===== config.mk =====
export PLATFORM = sky130hd
export DESIGN_NAME = elevator_scheduler_flat
export DESIGN_NICKNAME = d
export VERILOG_FILES = /design/src/rtl/elevator_scheduler_if.sv /design/src/rtl/elevator_scheduler.sv /design/src/flat_wrapper.sv
export SDC_FILE = /design/constraint.sdc
export NUM_CORES = 1
export LEC_CHECK = 0
export CORE_MARGIN = 2
export CORE_UTILIZATION = 50
export DETAILED_ROUTE_END_ITERATION = 12
export HOLD_SLACK_MARGIN = 0.12
export PLACE_DENSITY = 0.78
export SLEW_MARGIN = 20
export SYNTH_ARGS = -nofsm -noshare
export SYNTH_HDL_FRONTEND = slang
export SYNTH_SLANG_ARGS = --single-unit
export TNS_END_PERCENT = 100

===== constraint.sdc =====
create_clock -name CLK -period 10.1 [get_ports CLK]
set_clock_uncertainty 0.05 [all_clocks]
set_input_delay 1.515 -clock CLK [delete_from_list [all_inputs] [get_ports CLK]]
set_output_delay 1.515 -clock CLK [all_outputs]
set_load 0.005 [all_outputs]

===== src/rtl/elevator_scheduler_if.sv =====
`default_nettype none
// ============================================================================
// Module      : elevator_scheduler_if
// Description : Request, sensor and car-control bundle of the elevator
//               scheduler.
// Revision    : 1.0 - initial release
// ============================================================================
interface elevator_scheduler_if #(
    parameter int FLOORS = 10
);
    logic              req_valid;
    logic [3:0]        req_floor;
    logic              req_auth;
    logic              floor_tick;
    logic              motor_up;
    logic              motor_down;
    logic              door_open;
    logic [3:0]        cur_floor;
    logic [FLOORS-1:0] pending;
    logic              dir_up;
    logic              req_reject;

    modport master (
        output req_valid, req_floor, req_auth, floor_tick,
        input  motor_up, motor_down, door_open, cur_floor, pending, dir_up, req_reject
    );

    modport slave (
        input  req_valid, req_floor, req_auth, floor_tick,
        output motor_up, motor_down, door_open, cur_floor, pending, dir_up, req_reject
    );
endinterface
`default_nettype wire


===== src/rtl/elevator_scheduler.sv =====
`default_nettype none
// ============================================================================
// Module      : elevator_scheduler
// Description : SCAN floor scheduler sequencing motor and door of the car.
// Revision    : 1.0 - initial release
// ============================================================================
module elevator_scheduler #(
    parameter int FLOORS      = 10,
    parameter int DOOR_CYCLES = 8
) (
    input  wire logic              CLK,
    input  wire logic              RST,
    elevator_scheduler_if.slave    bus
);
    localparam int              CW          = $clog2(DOOR_CYCLES + 1);
    localparam logic [CW-1:0]   c_door_load = CW'(DOOR_CYCLES);
    localparam logic [CW-1:0]   c_one       = CW'(1);

    typedef enum logic [1:0] {
        S_IDLE      = 2'd0,
        S_MOVE_UP   = 2'd1,
        S_MOVE_DOWN = 2'd2,
        S_DOOR      = 2'd3
    } state_t;

    state_t            r_state,     w_state_nxt;
    logic [3:0]        r_cur_floor, w_floor_nxt;
    logic [FLOORS-1:0] r_pending,   w_pending_nxt;
    logic              r_dir_up,    w_dir_nxt;
    logic [CW-1:0]     r_door_cnt,  w_cnt_nxt;
    logic              r_req_reject;

    logic              w_req_ok;
    logic              w_req_bad;
    logic              w_absorb;
    logic              w_clear;
    logic [3:0]        w_clear_idx;
    logic [3:0]        w_new_up;
    logic [3:0]        w_new_dn;

    function automatic logic f_above(input logic [FLOORS-1:0] p, input logic [3:0] f);
        logic r;
        r = 1'b0;
        for (int i = 0; i < FLOORS; i++)
            if (p[i] && (i > int'(f))) r = 1'b1;
        return r;
    endfunction

    function automatic logic f_below(input logic [FLOORS-1:0] p, input logic [3:0] f);
        logic r;
        r = 1'b0;
        for (int i = 0; i < FLOORS; i++)
            if (p[i] && (i < int'(f))) r = 1'b1;
        return r;
    endfunction

    function automatic logic f_at(input logic [FLOORS-1:0] p, input logic [3:0] f);
        logic r;
        r = 1'b0;
        for (int i = 0; i < FLOORS; i++)
            if (i == int'(f)) r = p[i];
        return r;
    endfunction

    function automatic logic [FLOORS-1:0] f_mask(input logic [3:0] f);
        logic [FLOORS-1:0] m;
        m = '0;
        for (int i = 0; i < FLOORS; i++)
            if (i == int'(f)) m[i] = 1'b1;
        return m;
    endfunction

    assign w_req_ok  = bus.req_valid && bus.req_auth && (int'(bus.req_floor) < FLOORS);
    assign w_req_bad = bus.req_valid && !w_req_ok;

    // Ticks past either end of the shaft saturate rather than wrap.
    assign w_new_up = (int'(r_cur_floor) >= FLOORS - 1) ? r_cur_floor : r_cur_floor + 4'd1;
    assign w_new_dn = (r_cur_floor == 4'd0) ? r_cur_floor : r_cur_floor - 4'd1;

    always_comb begin
        w_state_nxt = r_state;
        w_floor_nxt = r_cur_floor;
        w_dir_nxt   = r_dir_up;
        w_cnt_nxt   = r_door_cnt;
        w_absorb    = 1'b0;
        w_clear     = 1'b0;
        w_clear_idx = r_cur_floor;

        case (r_state)
            S_IDLE: begin
                w_absorb = w_req_ok && (bus.req_floor == r_cur_floor);
                if (f_at(r_pending, r_cur_floor)) begin
                    w_state_nxt = S_DOOR;
                    w_clear     = 1'b1;
                    w_cnt_nxt   = c_door_load;
                end else if (r_dir_up) begin
                    if (f_above(r_pending, r_cur_floor)) begin
                        w_state_nxt = S_MOVE_UP;
                    end else if (f_below(r_pending, r_cur_floor)) begin
                        w_state_nxt = S_MOVE_DOWN;
                        w_dir_nxt   = 1'b0;
                    end
                end else begin
                    if (f_below(r_pending, r_cur_floor)) begin
                        w_state_nxt = S_MOVE_DOWN;
                    end else if (f_above(r_pending, r_cur_floor)) begin
                        w_state_nxt = S_MOVE_UP;
                        w_dir_nxt   = 1'b1;
                    end
                end
            end
            S_MOVE_UP: begin
                if (bus.floor_tick) begin
                    w_floor_nxt = w_new_up;
                    if (f_at(r_pending, w_new_up)) begin
                        w_state_nxt = S_DOOR;
                        w_clear     = 1'b1;
                        w_clear_idx = w_new_up;
                        w_cnt_nxt   = c_door_load;
                    end else if (!f_above(r_pending, w_new_up)) begin
                        w_state_nxt = S_IDLE;
                    end
                end
            end
            S_MOVE_DOWN: begin
                if (bus.floor_tick) begin
                    w_floor_nxt = w_new_dn;
                    if (f_at(r_pending, w_new_dn)) begin
                        w_state_nxt = S_DOOR;
                        w_clear     = 1'b1;
                        w_clear_idx = w_new_dn;
                        w_cnt_nxt   = c_door_load;
                    end else if (!f_below(r_pending, w_new_dn)) begin
                        w_state_nxt = S_IDLE;
                    end
                end
            end
            S_DOOR: begin
                // A call from the landing the car is standing at keeps the door open.
                if (w_req_ok && (bus.req_floor == r_cur_floor)) begin
                    w_absorb  = 1'b1;
                    w_cnt_nxt = c_door_load;
                end else if (r_door_cnt <= c_one) begin
                    w_state_nxt = S_IDLE;
                    w_cnt_nxt   = '0;
                end else begin
                    w_cnt_nxt = r_door_cnt - c_one;
                end
            end
            default: w_state_nxt = S_IDLE;
        endcase
    end

    // Clear is applied after set so an arrival swallows a same-cycle call for that floor.
    always_comb begin
        w_pending_nxt = r_pending;
        if (w_req_ok && !w_absorb) w_pending_nxt = w_pending_nxt | f_mask(bus.req_floor);
        if (w_clear)               w_pending_nxt = w_pending_nxt & ~f_mask(w_clear_idx);
    end

    always_ff @(posedge CLK or posedge RST) begin
        if (RST) begin
            r_state      <= S_IDLE;
            r_cur_floor  <= 4'd0;
            r_pending    <= '0;
            r_dir_up     <= 1'b1;
            r_door_cnt   <= '0;
            r_req_reject <= 1'b0;
        end else begin
            r_state      <= w_state_nxt;
            r_cur_floor  <= w_floor_nxt;
            r_pending    <= w_pending_nxt;
            r_dir_up     <= w_dir_nxt;
            r_door_cnt   <= w_cnt_nxt;
            r_req_reject <= w_req_bad;
        end
    end

    assign bus.motor_up   = (r_state == S_MOVE_UP);
    assign bus.motor_down = (r_state == S_MOVE_DOWN);
    assign bus.door_open  = (r_state == S_DOOR);
    assign bus.cur_floor  = r_cur_floor;
    assign bus.pending    = r_pending;
    assign bus.dir_up     = r_dir_up;
    assign bus.req_reject = r_req_reject;
endmodule
`default_nettype wire


===== src/flat_wrapper.sv =====
// flat-port wrapper written by rule: the top's interface ports become plain ports
module elevator_scheduler_flat 
#(
    parameter int FLOORS      = 10,
    parameter int DOOR_CYCLES = 8
)
  (CLK, RST, bus_req_valid, bus_req_floor, bus_req_auth, bus_floor_tick, bus_motor_up, bus_motor_down, bus_door_open, bus_cur_floor, bus_pending, bus_dir_up, bus_req_reject);
  elevator_scheduler_if #(.FLOORS(FLOORS)) bus_i ();
  input  wire logic CLK;
  input  wire logic RST;
  input wire logic [$bits(bus_i.req_valid)-1:0] bus_req_valid;
  input wire logic [$bits(bus_i.req_floor)-1:0] bus_req_floor;
  input wire logic [$bits(bus_i.req_auth)-1:0] bus_req_auth;
  input wire logic [$bits(bus_i.floor_tick)-1:0] bus_floor_tick;
  output wire logic [$bits(bus_i.motor_up)-1:0] bus_motor_up;
  output wire logic [$bits(bus_i.motor_down)-1:0] bus_motor_down;
  output wire logic [$bits(bus_i.door_open)-1:0] bus_door_open;
  output wire logic [$bits(bus_i.cur_floor)-1:0] bus_cur_floor;
  output wire logic [$bits(bus_i.pending)-1:0] bus_pending;
  output wire logic [$bits(bus_i.dir_up)-1:0] bus_dir_up;
  output wire logic [$bits(bus_i.req_reject)-1:0] bus_req_reject;
  assign bus_i.req_valid = bus_req_valid;
  assign bus_i.req_floor = bus_req_floor;
  assign bus_i.req_auth = bus_req_auth;
  assign bus_i.floor_tick = bus_floor_tick;
  assign bus_motor_up = bus_i.motor_up;
  assign bus_motor_down = bus_i.motor_down;
  assign bus_door_open = bus_i.door_open;
  assign bus_cur_floor = bus_i.cur_floor;
  assign bus_pending = bus_i.pending;
  assign bus_dir_up = bus_i.dir_up;
  assign bus_req_reject = bus_i.req_reject;
  elevator_scheduler #(.FLOORS(FLOORS), .DOOR_CYCLES(DOOR_CYCLES)) u_core (.CLK(CLK), .RST(RST), .bus(bus_i));
endmodule

==> metrics.md <==
| Metric | Value |
|---|---|
| Initial core utilization | 52.7% |
| Routed len/inst | 18.8 microns |
| Number of DRC markers in iteration 0 | 388 |
| Largest area contributor in the netlist | dfrtp_1 |
| First-pass GRT wire length | 13400 microns |
| Cells after Synth | 366 |
| Drt via density | 6.79 |
| Core Box Area | 5170 sq um |
| R2R depth | 12 |
| Sequential fraction of the synthesis area | 20.2% |
| Hold depth | 2 |
| H-tree Lvls | 1 |
| Remaining global-route overflow | 0 |
| Crit path DAT | 4510 ps |
| Hold endpoint | u_core.bus.dir_up |
| Pleak | 1.16 nW |
| Worst Path Max Fanout | 28 |
| # setup viols final | 0 |
| GP Congestion | 0.955 |
| CTS resizes | 0 |
| Num CTS Buffers | 3 |
| FILL cells | 458 |
| Sink Count | 22 |
| Warnings, synthesis | 0 |
| Die Footprint | 6060 sq um |
| Netlist cell types | 69 |
| Mapped Nets | 386 |
| FP Rows | 26 |
| RSZ-0062 raised after global routing | false |
| Share of layout cells above drive strength 1 | 5.65% |
| Synth top area share | 19.3% |
| Largest net degree at the start of global routing | 35 |
| Worst setup SP type | flip-flop |
| Final min period | 4450 ps |
| Ys async rst share | 100% |
| Syn-to-layout area delta | 11.4% |
| Fmax | 225 MHz |
| Power Density | 413 nW/um^2 |
| Post-route antenna net violation count | 0 |
| Slowest CP cell | ha_1 |
| VDD IR max | 238 uV |
| CP Capture Type | flip-flop |
| Initial antenna violation count | 0 |
| Clock Latency Late Sink | 270 ps |
| Final hold violation count | 0 |
| Hold Crit Class | reg2reg |
| First-pass DRT Iterations | 5 |
| Slowest stage delay, CP | 610 ps |
| Root buffer cell | clkbuf_8 |
| GRT Total Usage | 27.4% |
| Die width | 77.8 microns |
| HPWL after detailed placement | 5900 microns |
| Clock-pin transition on the worst setup and hold timing paths | 90 ps |
| Max-cap check violation count | 0 |
| Avg Cell Area, Syn | 7.45 sq um |
| Critical Setup Path Class | reg2reg |
| Synthesized area | 2730 sq um |
| Worst r2r src | u_core.bus.cur_floor[0] |
| FF-to-FF End | u_core.bus.pending[2] |
| TritonCTS clock tree | built |
| Routed Wire Length | 8330 microns |
| Max clock buf depth | 2 |
| Reg2Reg Setup Slack | 5650 ps |
| Total power | 1.25 mW |
| # IOs | 28 |
| Area contributors post-synth | dfrtp_1 19%, a21oi_1 7.2%, ha_1 5.0%, o21ai_0 4.8%, a31oi_1 4.6% |
| Vias | 3002 |
| Status | complete, no violations |
| Die H | 77.8 microns |
| Final net count | 393 |
| Main flop type after synthesis | dfrtp_1 |
| CP required | 10170 ps |
| Final TNS setup | 0 ps |
| # hold bufs at CTS | 0 |
| DRC viols | 0 |
| Pins Over Slew Limit | 0 |
| Hold wc startpoint | u_core.bus.dir_up |
| # Post-CTS Setup Buffers | 0 |
| Number of flops mapped to enable cells by yosys | 0 |
| Period utilization | 44.0% |
| #FFs+latches synth | 22 |
| Slew headroom | 35.3% |
| Vias in the first global route | 2576 |
| Port bufs | 27 |
| Measured slew at the worst slew-check pin | 970 ps |
| Antenna cell count | 0 |
| Crit-path cells | buf_4, inv_1, ha_1, or3b_1, mux2i_1, o311ai_1, a31oi_2, o31ai_2, o22ai_1, a311o_1, nor4_4, a31oi_1 |
[cells in the final DEF, fill, tap and decap left out, drive strengths merged, types with 3 or more instances in the layout]
master and n:
buf 3, o2bb2ai 4, o311ai 3, xnor2 4
a21oi 39, dfrtp 21, nor3b 6, mux2 5
o22ai 7, nand3b 4, and2 6, ha 11
a41oi 3, nor4 3, clkbuf 3, nor2 21
o21a 4, o21bai 3, or2 4, o211ai 6
a22o 5, nand3 7, o21ai 29, nor2b 9
mux2i 11, clkdlybuf4s50 27, nand2 29, a31oi 21
or4 3, inv 23, nor3 9, nand2b 4
[power by group]
group | switching [mW] | total (mW) | internal, mW | leakage (nW)
Sequential | 0.0967 | 0.223 | 0.126 | 0.276
Clock | 0.0312 | 0.0841 | 0.0530 | 0.0357
Combinational | 0.561 | 0.946 | 0.385 | 0.843
Total | 0.689 | 1.25 | 0.564 | 1.16
[sequential cells by signal (all words and copies together) (netlist names)]
signal                 flops
u_core.bus.pending        10
u_core.bus.cur_floor       4
u_core.r_door_cnt          4
u_core.r_state             2
u_core.bus.dir_up          1
u_core.bus.req_reject      1
[how the worst max path moves through the flow]
stage | startpoint | endpoint | slack [ps]
global placement | u_core.bus.cur_floor[0] | u_core.bus.pending[3] | 5910
floorplan | u_core.bus.cur_floor[0] | u_core.bus.pending[2] | 6620
detailed placement | u_core.bus.cur_floor[0] | u_core.bus.pending[2] | 5760
CTS | u_core.bus.cur_floor[0] | u_core.bus.pending[2] | 5750
finish | u_core.bus.cur_floor[0] | u_core.bus.pending[2] | 5650
global route | u_core.bus.cur_floor[0] | u_core.r_door_cnt[2] | 5450
[cell type report]
class	count	area [sq um]	share of cell area [%]
clock buffer	3	41.3	1.36
clock inverter	1	30.0	0.989
inverter	23	86.3	2.84
multi-input combinational	293	1950	64.1
sequential	22	552	18.2
tap	70	87.6	2.88
timing repair buffer	30	293	9.64
[critical path: cells and delay by family, from the launching register on]
family / cells / cell delay, ps
buffers and inverters: 2 / 590
and+or+nand+nor: 2 / 950
adders and majority gates: 1 / 610
AOI/OAI and AO/OA: 6 / 1510
muxes: 1 / 190
DFF: 1 / 360
[cell families after synthesis]
| family | synth area share (%) |
|---|---|
| compound gates | 35.0 |
| simple gates | 22.5 |
| buf+inv | 8.35 |
| flops | 20.2 |
| mux | 6.56 |
| fa+ha+maj | 5.42 |
| xor+xnor | 1.93 |
[synth_stat cells, types with 5 or more instances]
cell type / number
clkbuf_1: 16
o21ai_0: 26
o211ai_1: 6
inv_1: 23
a31oi_1: 20
nor3b_1: 6
nand3_1: 7
dfrtp_1: 21
buf_2: 8
nor2_1: 21
o22ai_1: 7
mux2i_1: 10
ha_1: 11
nor3_1: 9
nand2_1: 29
a21oi_1: 39
a22o_1: 5
and2_1: 6
nor2b_1: 9
[per-layer routing]
metal | global-route usage (%) | routed length (microns) | vias up
met2 | 42.7 | 3730 | 208
met1 | 39.1 | 3530 | 1394
met3 | 5.12 | 894 | 30
met4 | 6.43 | 181 | 0
met5 | 0 | 0 | -
li1 | - | - | 1370
[per-stage QoR]
| stage | cells | hold slack, ps | setup slack (ps) | instance area (sq um) | util (%) |
|---|---|---|---|---|---|
| 2_1_floorplan | 366 | 438 | 6620 | 2730 | - |
| 3_3_place_gp | 438 | 461 | 5910 | 2970 | 57.3 |
| 3_5_place_dp | 438 | 461 | 5760 | 2970 | 57.3 |
| 4_1_cts | 442 | 474 | 5750 | 3040 | 58.7 |
| 5_1_grt | 442 | 523 | 5450 | 3040 | 58.7 |
| 6_report | 442 | 466 | 5650 | 3040 | 58.7 |
(Power assumes the default switching activity.)
